--- config.mk ---
export PLATFORM = sky130hd
export DESIGN_NAME = neo_f0_sync
export DESIGN_NICKNAME = d
export VERILOG_FILES = /design/src/rtl/neo_f0_sync.sv
export SDC_FILE = /design/constraint.sdc
export NUM_CORES = 1
export LEC_CHECK = 0
export BUFFER_PORTS_ARGS = -buffer_cell sky130_fd_sc_hd__buf_4
export CAP_MARGIN = 25
export CORE_UTILIZATION = 30
export CTS_CLUSTER_SIZE = 25
export DETAILED_ROUTE_END_ITERATION = 10
export GPL_ROUTABILITY_DRIVEN = 0
export SLEW_MARGIN = 0
export SYNTH_ARGS = -nofsm -noshare
export SYNTH_HDL_FRONTEND = slang
export SYNTH_SLANG_ARGS = --single-unit
--- constraint.sdc ---
create_clock -name CLK_24M -period 4.1 [get_ports CLK_24M]
set_input_delay 0.615 -clock CLK_24M [delete_from_list [all_inputs] [get_ports CLK_24M]]
set_output_delay 0.615 -clock CLK_24M [all_outputs]
set_load 0.05 [all_outputs]
--- src/rtl/neo_f0_sync.sv ---
`timescale 1ns/1ps
// neo_f0_sync
// F0 system I/O block for the NeoGeo model. It decodes 68k writes in the
// $38xxx1 bit-write space into slot, LED and RTC-control registers, and
// serves the DIP-switch and status reads. A small command engine shifts a
// 4-bit uPD4990 command out LSB first and then pulses STROBE, so the BIOS
// does not have to bit-bang the RTC pins.
module neo_f0_sync #(
  parameter int NUM_SLOTS = 6,
  parameter int RTC_DIV   = 12
) (
  input  logic                 CLK_24M,
  input  logic                 RESET,
  input  logic                 nDIPRD0,
  input  logic                 nDIPRD1,
  input  logic                 nBITWD0,
  input  logic [7:4]           M68K_ADDR,
  input  logic [7:0]           M68K_DATA_IN,
  output logic [7:0]           M68K_DATA_OUT,
  output logic                 M68K_DATA_OE,
  input  logic [7:0]           DIPSW,
  input  logic                 SYSTEMB,
  output logic [NUM_SLOTS-1:0] nSLOT,
  output logic [2:0]           SLOT_SEL,
  output logic [2:0]           LED_LATCH,
  output logic [7:0]           LED_DATA,
  input  logic                 RTC_DOUT,
  input  logic                 RTC_TP,
  output logic                 RTC_DIN,
  output logic                 RTC_CLK,
  output logic                 RTC_STROBE,
  output logic                 RTC_BUSY
);

  // The divider counts 0 .. RTC_DIV-1 inside every serial phase.
  localparam int               DIV_W    = (RTC_DIV > 1) ? $clog2(RTC_DIV) : 1;
  localparam logic [DIV_W-1:0] DIV_LAST = DIV_W'(RTC_DIV - 1);
  localparam logic [DIV_W-1:0] DIV_ONE  = DIV_W'(1);

  typedef enum logic [1:0] {
    ST_IDLE   = 2'd0,
    ST_BIT_LO = 2'd1,
    ST_BIT_HI = 2'd2,
    ST_STROBE = 2'd3
  } rtc_state_t;

  // One-hot write decode positions
  localparam int W_SLOTS = 0;
  localparam int W_LATCH = 1;
  localparam int W_LDATA = 2;
  localparam int W_MAN   = 3;
  localparam int W_CMD   = 4;

  // Write strobe synchroniser and edge detector
  logic wr_sync1_r;
  logic wr_sync2_r;
  logic wr_prev_r;
  logic wr_s;

  // Write decode
  logic [4:0] dec_s;
  logic [4:0] wr_vec_s;

  // Plain registers
  logic [2:0] slots_r;
  logic [2:0] led_latch_r;
  logic [7:0] led_data_r;

  // RTC engine state
  rtc_state_t       state_r;
  logic [2:0]       man_r;
  logic [3:0]       cmd_r;
  logic [1:0]       bit_idx_r;
  logic [DIV_W-1:0] div_r;
  logic             din_r;
  logic             clk_r;
  logic             strobe_r;
  logic             busy_r;

  // Read path and slot decode
  logic [7:0]           rd_data_s;
  logic                 rd_oe_s;
  logic [NUM_SLOTS-1:0] nslot_s;

  // Bring the asynchronous write strobe into the clock domain; idle level is 1.
  always_ff @(posedge CLK_24M) begin
    if (RESET) begin
      wr_sync1_r <= 1'b1;
      wr_sync2_r <= 1'b1;
      wr_prev_r  <= 1'b1;
    end else begin
      wr_sync1_r <= nBITWD0;
      wr_sync2_r <= wr_sync1_r;
      wr_prev_r  <= wr_sync2_r;
    end
  end

  // A falling edge of the synchronised strobe is a single-cycle write pulse,
  // so a strobe held low for many cycles still yields exactly one write.
  assign wr_s = wr_prev_r & ~wr_sync2_r;

  // Map address bits [6:4] onto the register being written.
  always_comb begin
    dec_s = 5'b00000;
    case (M68K_ADDR[6:4])
      3'b010:  dec_s[W_SLOTS] = 1'b1;
      3'b011:  dec_s[W_LATCH] = 1'b1;
      3'b100:  dec_s[W_LDATA] = 1'b1;
      3'b101:  dec_s[W_MAN]   = 1'b1;
      3'b110:  dec_s[W_CMD]   = 1'b1;
      default: dec_s          = 5'b00000;
    endcase
  end

  assign wr_vec_s = wr_s ? dec_s : 5'b00000;

  // Slot-select and LED registers, updated on the edge that ends the write pulse.
  always_ff @(posedge CLK_24M) begin
    if (RESET) begin
      slots_r     <= 3'd0;
      led_latch_r <= 3'd0;
      led_data_r  <= 8'd0;
    end else begin
      if (wr_vec_s[W_SLOTS]) begin
        slots_r <= M68K_DATA_IN[2:0];
      end
      if (wr_vec_s[W_LATCH]) begin
        led_latch_r <= M68K_DATA_IN[5:3];
      end
      if (wr_vec_s[W_LDATA]) begin
        led_data_r <= M68K_DATA_IN;
      end
    end
  end

  // RTC command engine: IDLE mirrors the manual pin register; a command write
  // shifts four bits (low phase then high phase each) and finishes with a strobe.
  always_ff @(posedge CLK_24M) begin
    if (RESET) begin
      state_r   <= ST_IDLE;
      man_r     <= 3'b000;
      cmd_r     <= 4'd0;
      bit_idx_r <= 2'd0;
      div_r     <= '0;
      din_r     <= 1'b0;
      clk_r     <= 1'b0;
      strobe_r  <= 1'b0;
      busy_r    <= 1'b0;
    end else begin
      case (state_r)
        ST_IDLE: begin
          if (wr_vec_s[W_CMD]) begin
            state_r   <= ST_BIT_LO;
            cmd_r     <= M68K_DATA_IN[3:0];
            bit_idx_r <= 2'd0;
            div_r     <= '0;
            din_r     <= M68K_DATA_IN[0];
            clk_r     <= 1'b0;
            strobe_r  <= 1'b0;
            busy_r    <= 1'b1;
          end else if (wr_vec_s[W_MAN]) begin
            man_r                       <= M68K_DATA_IN[2:0];
            {strobe_r, clk_r, din_r}    <= M68K_DATA_IN[2:0];
          end else begin
            {strobe_r, clk_r, din_r}    <= man_r;
          end
        end
        ST_BIT_LO: begin
          if (div_r == DIV_LAST) begin
            div_r   <= '0;
            clk_r   <= 1'b1;
            state_r <= ST_BIT_HI;
          end else begin
            div_r <= div_r + DIV_ONE;
          end
        end
        ST_BIT_HI: begin
          if (div_r == DIV_LAST) begin
            div_r <= '0;
            clk_r <= 1'b0;
            if (bit_idx_r == 2'd3) begin
              din_r    <= 1'b0;
              strobe_r <= 1'b1;
              state_r  <= ST_STROBE;
            end else begin
              bit_idx_r <= bit_idx_r + 2'd1;
              din_r     <= cmd_r[bit_idx_r + 2'd1];
              state_r   <= ST_BIT_LO;
            end
          end else begin
            div_r <= div_r + DIV_ONE;
          end
        end
        ST_STROBE: begin
          if (div_r == DIV_LAST) begin
            div_r     <= '0;
            bit_idx_r <= 2'd0;
            man_r     <= 3'b000;
            din_r     <= 1'b0;
            clk_r     <= 1'b0;
            strobe_r  <= 1'b0;
            busy_r    <= 1'b0;
            state_r   <= ST_IDLE;
          end else begin
            div_r <= div_r + DIV_ONE;
          end
        end
        default: begin
          state_r   <= ST_IDLE;
          bit_idx_r <= 2'd0;
          div_r     <= '0;
          din_r     <= 1'b0;
          clk_r     <= 1'b0;
          strobe_r  <= 1'b0;
          busy_r    <= 1'b0;
        end
      endcase
    end
  end

  // Read mux: the DIP/systype read has priority over the status read.
  always_comb begin
    rd_oe_s = ~nDIPRD0 | ~nDIPRD1;
    if (!nDIPRD0) begin
      rd_data_s = M68K_ADDR[7] ? 8'h80 : DIPSW;
    end else if (!nDIPRD1) begin
      rd_data_s = {RTC_DOUT, RTC_TP, busy_r, 5'b11111};
    end else begin
      rd_data_s = 8'h00;
    end
  end

  // Active-low one-hot slot select; out-of-range slot numbers select nothing.
  always_comb begin
    nslot_s = '1;
    for (int i = 0; i < NUM_SLOTS; i++) begin
      if (SYSTEMB && (slots_r == 3'(i))) begin
        nslot_s[i] = 1'b0;
      end else begin
        nslot_s[i] = 1'b1;
      end
    end
  end

  assign M68K_DATA_OUT = rd_data_s;
  assign M68K_DATA_OE  = rd_oe_s;
  assign nSLOT         = nslot_s;
  assign SLOT_SEL      = SYSTEMB ? slots_r : 3'd0;
  assign LED_LATCH     = led_latch_r;
  assign LED_DATA      = led_data_r;
  assign RTC_DIN       = din_r;
  assign RTC_CLK       = clk_r;
  assign RTC_STROBE    = strobe_r;
  assign RTC_BUSY      = busy_r;

endmodule

==> results of run 1 <==
## per-layer routing
layer | up-vias | GRT usage, % | part of all wire [%]
li1 | 867 | - | -
met1 | 743 | 17.1 | 47
met2 | 55 | 21.8 | 45
met3 | 2 | 4.49 | 7.9
met4 | 0 | 4.29 | 0.30
met5 | - | 0 | 0
## per-stage QoR
step                      worst slack [ns]  cells
after floorplan                       1.76    211
after global placement                1.98    336
after detailed placement              1.92    336
after CTS                             1.98    344
after global routing                  1.90    344
final                                 2.00    344
## Yosys cell counts, drive strengths merged, types with 5 or more instances
| library cell | n |
|---|---|
| ha | 6 |
| a21o | 6 |
| nand3b | 5 |
| dfxtp | 36 |
| a21oi | 17 |
| clkbuf | 7 |
| nand3 | 12 |
| nor2 | 21 |
| nand2b | 5 |
| mux2i | 13 |
| nand2 | 21 |
| and2 | 5 |
| o21ai | 7 |
## report_power, final
part / switching (µW) / internal (µW) / total, µW
Clock: 132 / 215 / 347
Sequential: 31.6 / 391 / 422
Combinational: 256 / 171 / 428
## state kept, by name (all words and copies together) (netlist names)
name        count
bit_idx_r       2
slots_r         3
wr_prev_r       1
wr_sync2_r      1
RTC_BUSY        1
wr_sync1_r      1
RTC_CLK         1
RTC_DIN         1
man_r           3
state_r         2
div_r           4
LED_DATA        8
LED_LATCH       3
cmd_r           4
RTC_STROBE      1
## area by class of cell
| cell class | count | area, µm² | area share [%] |
|---|---|---|---|
| multi-input combinational | 161 | 1100 | 43.9 |
| tap | 75 | 93.8 | 3.74 |
| inverter | 4 | 15.0 | 0.599 |
| sequential | 36 | 721 | 28.7 |
| clock buffer | 7 | 96.3 | 3.84 |
| clock inverter | 1 | 30.0 | 1.20 |
| timing repair buffer | 60 | 450 | 18.0 |
## worst reg2reg max path, cell delays in order, from the launching register on
cell and delay [ns]:
sky130_fd_sc_hd__dfxtp_1 0.48, sky130_fd_sc_hd__inv_1 0.13, sky130_fd_sc_hd__ha_1 0.34, sky130_fd_sc_hd__a21boi_2 0.24, sky130_fd_sc_hd__or4b_1 0.50, sky130_fd_sc_hd__a21oi_1 0.14
## path summary, 6_finish.rpt
kind	to
setup / recovery	M68K_DATA_OUT[6]
hold / removal	wr_sync2_r$_SDFF_PP1_
setup reg to reg	man_r[0]$_SDFFE_PP0P_
hold reg to reg	wr_sync2_r$_SDFF_PP1_
## cells by family after synthesis
logic type	share of synthesized area, %
buf+inv	3.13
compound gates	19.6
flops	38.3
mux	8.72
simple gates	26.3
fa+ha+maj	3.99
==> impl_metrics.json, run 1 <==
{
  "via_count": 1667,
  "die_area_um2": 6590,
  "arrival_ns": 1.49,
  "io_buffers": 60,
  "core.rowCount": 28,
  "fill_cells": 599,
  "reg2reg_from": "state_r[1]$_SDFFE_PP0P_",
  "top_family_by_delay_on_critical_path": "simple AND/OR/NAND/NOR gates",
  "cpPeakStageDelay_ns": 0.38,
  "cts_htree_levels": 2,
  "power_leakage_uw": 0.00116,
  "core_region_area_um2": 5990,
  "final.hold.worst_slack_ns": 0.413,
  "yosysWarnings": 0,
  "synth-main-ff-cell": "sky130_fd_sc_hd__dfxtp_1",
  "final_layout_size_suffix_gt1_share_pct": 30.1,
  "fin_tns_setup_ns": 0,
  "yosysTopAreaCell": "sky130_fd_sc_hd__dfxtp_1",
  "synth_nets": 245,
  "worstPathRequired_ns": 3.48,
  "dp_hpwl_um": 3140,
  "drcViolationCount": 0,
  "layout_worst_path_cycle_share_pct": 51.3,
  "grt_util_all_layers_pct": 13.6,
  "hp-class": "flip-flop to flip-flop",
  "timing_max_transition_violations_final": 0,
  "cts.sinks": 36,
  "layout.cells.most_common": "sky130_fd_sc_hd__buf_4",
  "cts-buffers-inserted": 5,
  "grt_pass1_vias": 1443,
  "final_design_area_no_fill_um2": 2510,
  "io-pin-count": 61,
  "min-delay-start": "wr_sync1_r$_SDFF_PP1_",
  "timing.slew.headroom_pct": 58.2,
  "pin_count_of_the_biggest_net_entering_global_routing": 39,
  "hold_depth": 1,
  "maxCapViolations": 0,
  "antenna_violating_nets_post_route": 0,
  "finalSetupViolCount": 0,
  "clock_path_buffers": 2,
  "die_w_um": 81.2,
  "finalNetCount": 302,
  "outcome": "finished, final reports clean",
  "die_y_um": 81.2,
  "unrepaired_setup_endpoints_after_global_routing": "false",
  "detailed_routing_iterations_pass_1": 4,
  "ys_ff_latch": 36,
  "worst_setup_path_end_kind": "output port",
  "cell_type_with_the_highest_occurrence_count_on_the_critical_path": "sky130_fd_sc_hd__buf_4",
  "netlist_top_cells_area": "sky130_fd_sc_hd__dfxtp_1, sky130_fd_sc_hd__mux2i_1, sky130_fd_sc_hd__a21oi_1",
  "area_growth_pct": 33.3,
  "grt_remaining_overflow": 0,
  "path_max_fanout": 7,
  "cts-root-buf": "sky130_fd_sc_hd__clkbuf_8",
  "final.setup_skew_ns": 0.00221,
  "grt_pass1_wl_um": 6870,
  "postSynth.asyncResetShare_pct": 0,
  "peakVddDrop_mv": 0.239,
  "worst-r2r-cell-count": 5,
  "setup.reg_to_reg.worst_slack_ns": 2.20,
  "synth_area_per_cell_um2": 8.91,
  "detailedRoute.firstIterationViolations": 103,
  "floorplan.initialDensity_pct": 31.4,
  "power_density_over_cell_area_nw_per_um2": 477,
  "number_of_enable_type_register_cells_in_the_synthesized_netlist": 0,
  "kind_of_critical_path": "input port to output port",
  "clkSlewWorstSetupHoldPaths_ns": 0.07,
  "p_total_uw": 1200,
  "hold_buffers": 0,
  "synth-seq-area-share_pct": 38.3,
  "crit_path_top_delay_cell": "sky130_fd_sc_hd__nor2b_1",
  "worst_slew_pin_slew_ns": 0.627,
  "synth.top_cell.area_share_pct": 38.3,
  "grt_antenna_before_repair": 0,
  "netlist_instances": 211,
  "clk-insertion-delay-late_ns": 0.29,
  "critical_path.cell_chain": "buf_4 -> nor2b_1 -> a22o_1 -> buf_4",
  "antenna_cells_inserted": 0,
  "netlist-cell-type-count": 48,
  "placed_instance_area_um2": 2380,
  "worst_setup_path_start_kind": "input port",
  "cts_post_setup_buffers_inserted": 0,
  "tritoncts": "done",
  "worstSetupStartpoint": "nDIPRD0",
  "vias_per_cell": 4.85,
  "timing.final.crit_period_ns": 2.10,
  "fmax_mhz": 475,
  "hold_violations": 0,
  "detailed_route_wire_length_um": 4340,
  "cp.depth": 4,
  "most-common-layout-cells": "sky130_fd_sc_hd__buf_4, sky130_fd_sc_hd__dfxtp_1, sky130_fd_sc_hd__nor2_1, sky130_fd_sc_hd__nand2_1, sky130_fd_sc_hd__a21oi_1",
  "finalCoreUtilization_pct": 41.9,
  "critical_path.n_buffers_inverters": 2,
  "post_cts_resize_count": 0,
  "wl_per_cell_um": 12.6,
  "netlist_area_um2": 1880
}
Note: power is estimated with default switching activity, not from simulation.
==> inputs of run 2 (changes only) <==
==> constraint.sdc (replaced) <==
create_clock -name CLK_24M -period 1.9 [get_ports CLK_24M]
set_input_delay 0.285 -clock CLK_24M [delete_from_list [all_inputs] [get_ports CLK_24M]]
set_output_delay 0.285 -clock CLK_24M [all_outputs]
set_load 0.05 [all_outputs]
==> run 2 against run 1 <==
  * Final area down 0.15%
  * First-iteration DRC count fell by 32%
  * Setup slack got worse by 1.8 ns
  * Clock-buffer cell count is 1 lower
  * Final cell count rose by 1.5%
  * Non-clock buffer count rose by 6
  * Critical path depth up 1
  * Sequential power grew 120%
  * Critical path type is now flip-flop to flip-flop
  * Largest cell class unchanged
==> impl_metrics.json, run 2 (same netlist as run 1, synthesis figures left out) <==
{
  "outcome": "finished, final reports clean",
  "cts-root-buf": "sky130_fd_sc_hd__clkbuf_8",
  "io_buffers": 60,
  "finalNetCount": 308,
  "final.hold.worst_slack_ns": 0.177,
  "final.setup_skew_ns": 0.00318,
  "cpPeakStageDelay_ns": 0.43,
  "detailed_routing_iterations_pass_1": 4,
  "clk-insertion-delay-late_ns": 0.29,
  "power_density_over_cell_area_nw_per_um2": 953,
  "cts_post_setup_buffers_inserted": 0,
  "worstPathRequired_ns": 2.12,
  "timing_max_transition_violations_final": 0,
  "setup.reg_to_reg.worst_slack_ns": 0.16,
  "hold_worst_path_end": "wr_sync1_r$_SDFF_PP1_",
  "power_leakage_uw": 0.00116,
  "timing.final.crit_period_ns": 1.74,
  "floorplan.initialDensity_pct": 31.4,
  "clock_path_buffers": 2,
  "die_area_um2": 6590,
  "fill_cells": 616,
  "hp-class": "input port to flip-flop",
  "reg2reg_from": "state_r[0]$_SDFFE_PP0P_",
  "comb_power_share_pct": 40.4,
  "hold_depth": 2,
  "timing.slew.headroom_pct": 71.3,
  "fin_tns_setup_ns": 0,
  "wl_per_cell_um": 12.7,
  "area_growth_pct": 33.1,
  "most-common-layout-cells": "sky130_fd_sc_hd__buf_4, sky130_fd_sc_hd__dfxtp_1, sky130_fd_sc_hd__nor2_1, sky130_fd_sc_hd__nand2_1, sky130_fd_sc_hd__a21oi_1",
  "peakVddDrop_mv": 0.357,
  "worst_setup_path_end_kind": "flip-flop",
  "net-switching-power_uw": 893,
  "min-delay-start": "nBITWD0",
  "antenna_violating_nets_post_route": 0,
  "arrival_ns": 1.96,
  "grt_pass1_wl_um": 7170,
  "reg2reg_to": "bit_idx_r[0]$_SDFFE_PP0P_",
  "core.rowCount": 28,
  "cts.sinks": 36,
  "flip_flop_count_of_the_largest_register_after_layout": 8,
  "hold_buffers": 0,
  "layout_worst_path_cycle_share_pct": 91.4,
  "grt_util_all_layers_pct": 14.2,
  "worst-r2r-cell-count": 5,
  "cts_htree_levels": 2,
  "detailedRoute.firstIterationViolations": 70,
  "antenna_cells_inserted": 0,
  "clockPowerShare_pct": 21.5,
  "unrepaired_setup_endpoints_after_global_routing": "false",
  "kind_of_critical_path": "flip-flop to flip-flop",
  "dp_hpwl_um": 3360,
  "tritoncts": "done",
  "die_w_um": 81.2,
  "clkSlewWorstSetupHoldPaths_ns": 0.07,
  "netSwitchingFraction_pct": 37.4,
  "hold_violations": 0,
  "post_cts_resize_count": 0,
  "layout.cells.most_common": "sky130_fd_sc_hd__buf_4",
  "io-pin-count": 61,
  "drcViolationCount": 0,
  "crit_path_top_delay_cell": "sky130_fd_sc_hd__dfxtp_1",
  "die_y_um": 81.2,
  "p_int_uw": 1490,
  "pin_count_of_the_biggest_net_entering_global_routing": 39,
  "vias_per_cell": 4.86,
  "maxCapViolations": 0,
  "fmax_mhz": 576,
  "cts-buffers-inserted": 5,
  "seq_power_share_pct": 38.1,
  "critical_path.cell_chain": "inv_1 -> ha_1 -> a211o_1 -> a21oi_2 -> mux2i_1",
  "detailed_route_wire_length_um": 4440,
  "finalSetupViolCount": 0,
  "worst_slew_pin_slew_ns": 0.430,
  "grt_pass1_vias": 1593,
  "worst_setup_path_start_kind": "flip-flop",
  "grt_antenna_before_repair": 0,
  "core_region_area_um2": 5990,
  "grt_remaining_overflow": 0,
  "path_max_fanout": 7,
  "final_layout_size_suffix_gt1_share_pct": 31.0,
  "via_count": 1695
}
## run 2: cell types whose count changed in the layout (fill, tap and decap cells not counted), sizes merged
cell    delta
clkinv     +1
clkbuf     -1
bufinv     -1
buf        +6
## run 2: cell type report
type	instances	area [µm²]	area share [%]
inverter	4	15.0	0.600
sequential	36	721	28.8
clock inverter	1	5.00	0.200
timing repair buffer	66	495	19.8
clock buffer	6	72.6	2.90
tap	75	93.8	3.75
multi-input combinational	161	1100	44.0
## run 2: power groups by stage
stage	combinational, µW	clock, µW	sequential [µW]
after floorplan	547	0	1060
after global placement	966	0	926
after detailed placement	967	0	929
after CTS	972	529	911
after global routing	1060	555	922
final	963	512	910
## run 2: routing by layer
| metal | vias to the layer above | part of all wire [%] | global-route usage, % | wire (µm) |
|---|---|---|---|---|
| li1 | 874 | - | - | - |
| met3 | 4 | 7.1 | 4.27 | 316 |
| met4 | 0 | 0.90 | 4.82 | 40 |
| met2 | 52 | 46 | 24.6 | 2040 |
| met1 | 765 | 46 | 16.5 | 2040 |
| met5 | - | 0 | 0 | 0 |
## run 2: worst max-delay path by stage
stage / startpoint / to / slack [ns] / cells after the start
3_5_place_dp: state_r[0]$_SDFFE_PP0P_ / bit_idx_r[0]$_SDFFE_PP0P_ / 0.17 / 5
3_3_place_gp: state_r[0]$_SDFFE_PP0P_ / bit_idx_r[1]$_SDFFE_PP0P_ / 0.25 / 5
6_report: state_r[0]$_SDFFE_PP0P_ / bit_idx_r[0]$_SDFFE_PP0P_ / 0.16 / 5
2_1_floorplan: state_r[0]$_SDFFE_PP0P_ / state_r[1]$_SDFFE_PP0P_ / 0.19 / 6
4_1_cts: state_r[0]$_SDFFE_PP0P_ / bit_idx_r[0]$_SDFFE_PP0P_ / 0.16 / 5
5_1_grt: state_r[0]$_SDFFE_PP0P_ / state_r[1]$_SDFFE_PP0P_ / 0.06 / 6
## run 2: critical path, delay by kind of cell, from the launching register on
family	cells	cell delay [ns]
adders and majority gates	1	0.39
muxes	1	0.20
buffers and inverters	1	0.11
AOI/OAI and AO/OA	2	0.54
DFF	1	0.43
## run 2: through the flow
stage	instances	util, %	area (µm²)	power, µW	setup slack, ns
2_1_floorplan	211	-	1880	1600	0.185
3_3_place_gp	342	40.5	2430	1890	0.247
3_5_place_dp	342	40.5	2430	1900	0.173
4_1_cts	349	41.8	2500	2410	0.161
5_1_grt	349	41.8	2500	2530	0.0576
6_report	349	41.8	2500	2380	0.164
==> inputs of run 3 (changes only) <==
--- a/config.mk
+++ b/config.mk
@@ -11,6 +11,7 @@
 export CTS_CLUSTER_SIZE = 25
 export DETAILED_ROUTE_END_ITERATION = 10
 export GPL_ROUTABILITY_DRIVEN = 0
+export PLACE_DENSITY = 0.56
 export SLEW_MARGIN = 0
 export SYNTH_ARGS = -nofsm -noshare
 export SYNTH_HDL_FRONTEND = slang
==> run 3 against run 2 <==
  * Global-route usage is 0.35 points higher
  * Critical endpoint is now bit_idx_r[1]$_SDFFE_PP0P_
  * Final area grew 0.95%
  * Largest power group unchanged
  * Via count increased by 0.59%
  * Register-to-register slack worse by 0.02 ns
  * Largest cell class unchanged
  * Clock-buffer cell count up 1
  * Core utilization grew 0.40 points
  * Setup slack lost 0.022 ns
  * Combinational power up 0.7%
  * Sequential power about the same
==> impl_metrics.json, run 3 (same netlist as run 1, synthesis figures left out) <==
{
  "outcome": "finished, final reports clean",
  "power_density_over_cell_area_nw_per_um2": 973,
  "critical_path.cell_chain": "inv_1 -> ha_1 -> a211o_1 -> a21oi_2 -> mux2i_1",
  "wl_per_cell_um": 12.8,
  "area_growth_pct": 34.4,
  "arrival_ns": 1.98,
  "hold_depth": 2,
  "worstPathRequired_ns": 2.12,
  "critical_path.n_buffers_inverters": 1,
  "layout_worst_path_cycle_share_pct": 92.6,
  "worst_slew_pin_slew_ns": 0.435,
  "hp-class": "input port to flip-flop",
  "flip_flop_count_of_the_largest_register_after_layout": 8,
  "fmax_mhz": 569,
  "antenna_violating_nets_post_route": 0,
  "cts_post_setup_buffers_inserted": 0,
  "reg2reg_from": "state_r[0]$_SDFFE_PP0P_",
  "hold_violations": 0,
  "finalNetCount": 308,
  "placement.setup.worst_slack_ns": 0.165,
  "die_w_um": 81.2,
  "detailed_route_wire_length_um": 4470,
  "grt_remaining_overflow": 0,
  "numPlacedInstances": 342,
  "via_count": 1705,
  "peakVddDrop_mv": 0.521,
  "antenna_cells_inserted": 0,
  "finalSetupViolCount": 0,
  "drcViolationCount": 0,
  "cpPeakStageDelay_ns": 0.44,
  "cts.sinks": 36,
  "power_leakage_uw": 0.00117,
  "vias_per_cell": 4.89,
  "clkSlewWorstSetupHoldPaths_ns": 0.07,
  "final.setup_skew_ns": 0.00620,
  "grt_antenna_before_repair": 0,
  "floorplan.initialDensity_pct": 31.4,
  "die_y_um": 81.2,
  "timing.final.crit_period_ns": 1.76,
  "core.rowCount": 28,
  "layout.cells.most_common": "sky130_fd_sc_hd__buf_4",
  "die_area_um2": 6590,
  "hold_buffers": 0,
  "post_layout_nonfiller_instances": 349,
  "io_buffers": 60,
  "detailedRoute.firstIterationViolations": 94,
  "grt_util_all_layers_pct": 14.6,
  "io-pin-count": 61,
  "setup.worst_path.end": "bit_idx_r[1]$_SDFFE_PP0P_",
  "detailed_routing_iterations_pass_1": 4,
  "cp.depth": 5,
  "worst_setup_path_end_kind": "flip-flop",
  "dp_hpwl_um": 3350,
  "smallest_setup_slack_after_layout_ns": 0.141,
  "cts-root-buf": "sky130_fd_sc_hd__clkbuf_8",
  "worstSetupStartpoint": "state_r[0]$_SDFFE_PP0P_",
  "final_layout_size_suffix_gt1_share_pct": 31.8,
  "unrepaired_setup_endpoints_after_global_routing": "false",
  "post_cts_resize_count": 0,
  "crit_path_top_delay_cell": "sky130_fd_sc_hd__dfxtp_1",
  "core_region_area_um2": 5990,
  "grt_pass1_vias": 1562,
  "pin_count_of_the_biggest_net_entering_global_routing": 39,
  "setup.reg_to_reg.worst_slack_ns": 0.14,
  "most-common-layout-cells": "sky130_fd_sc_hd__buf_4, sky130_fd_sc_hd__dfxtp_1, sky130_fd_sc_hd__nor2_1, sky130_fd_sc_hd__nand2_1, sky130_fd_sc_hd__a21oi_1",
  "timing_max_transition_violations_final": 0,
  "path_max_fanout": 7,
  "cts_htree_levels": 2,
  "reg2reg_to": "bit_idx_r[1]$_SDFFE_PP0P_",
  "cts-buffers-inserted": 5,
  "kind_of_critical_path": "flip-flop to flip-flop",
  "maxCapViolations": 0,
  "top_family_by_delay_on_critical_path": "compound AO/OA/AOI/OAI gates",
  "worst-r2r-cell-count": 5,
  "clock_path_buffers": 2,
  "timing.slew.headroom_pct": 70.9,
  "worst_setup_path_start_kind": "flip-flop",
  "grt_pass1_wl_um": 7270,
  "clk-insertion-delay-late_ns": 0.28,
  "tritoncts": "done",
  "fin_tns_setup_ns": 0
}
## run 3: how the worst min path moves through the flow
stage	start	to	slack [ns]
floorplan	nBITWD0	wr_sync1_r$_SDFF_PP1_	0.39
global placement	wr_sync1_r$_SDFF_PP1_	wr_sync2_r$_SDFF_PP1_	0.39
detailed placement	wr_sync1_r$_SDFF_PP1_	wr_sync2_r$_SDFF_PP1_	0.40
CTS	nBITWD0	wr_sync1_r$_SDFF_PP1_	0.17
global route	nBITWD0	wr_sync1_r$_SDFF_PP1_	0.17
finish	nBITWD0	wr_sync1_r$_SDFF_PP1_	0.19
## run 3: cell type report
type | count | area [µm²]
Sequential cell | 36 | 721
Inverter | 4 | 15.0
Fill cell | 582 | 3460
Multi-Input combinational cell | 161 | 1110
Timing Repair Buffer | 66 | 495
Tap cell | 75 | 93.8
Clock buffer | 7 | 96.3
## run 3: through the flow
stage / area (µm²) / power, µW / hold slack (ns) / util, %
6_report: 2530 / 2460 / 0.185 / 42.2
5_1_grt: 2530 / 2620 / 0.171 / 42.2
4_1_cts: 2520 / 2480 / 0.171 / 42.1
3_5_place_dp: 2430 / 1890 / 0.398 / 40.5
3_3_place_gp: 2430 / 1890 / 0.394 / 40.5
2_1_floorplan: 1880 / 1600 / 0.389 / -
## run 3: power by group
part | internal, µW | switching [µW] | leakage (µW)
registers | 844 | 67.1 | 0.000291
clock network | 323 | 255 | 0.0000503
logic | 406 | 565 | 0.000833
total | 1570 | 887 | 0.00117
## run 3: metal layers
layer	GRT usage, %	routed length, µm	vias to the layer above
li1	-	-	876
met1	17.4	2050	776
met2	25.0	2110	47
met3	3.71	250	6
met4	5.36	64	0
met5	0	0	-
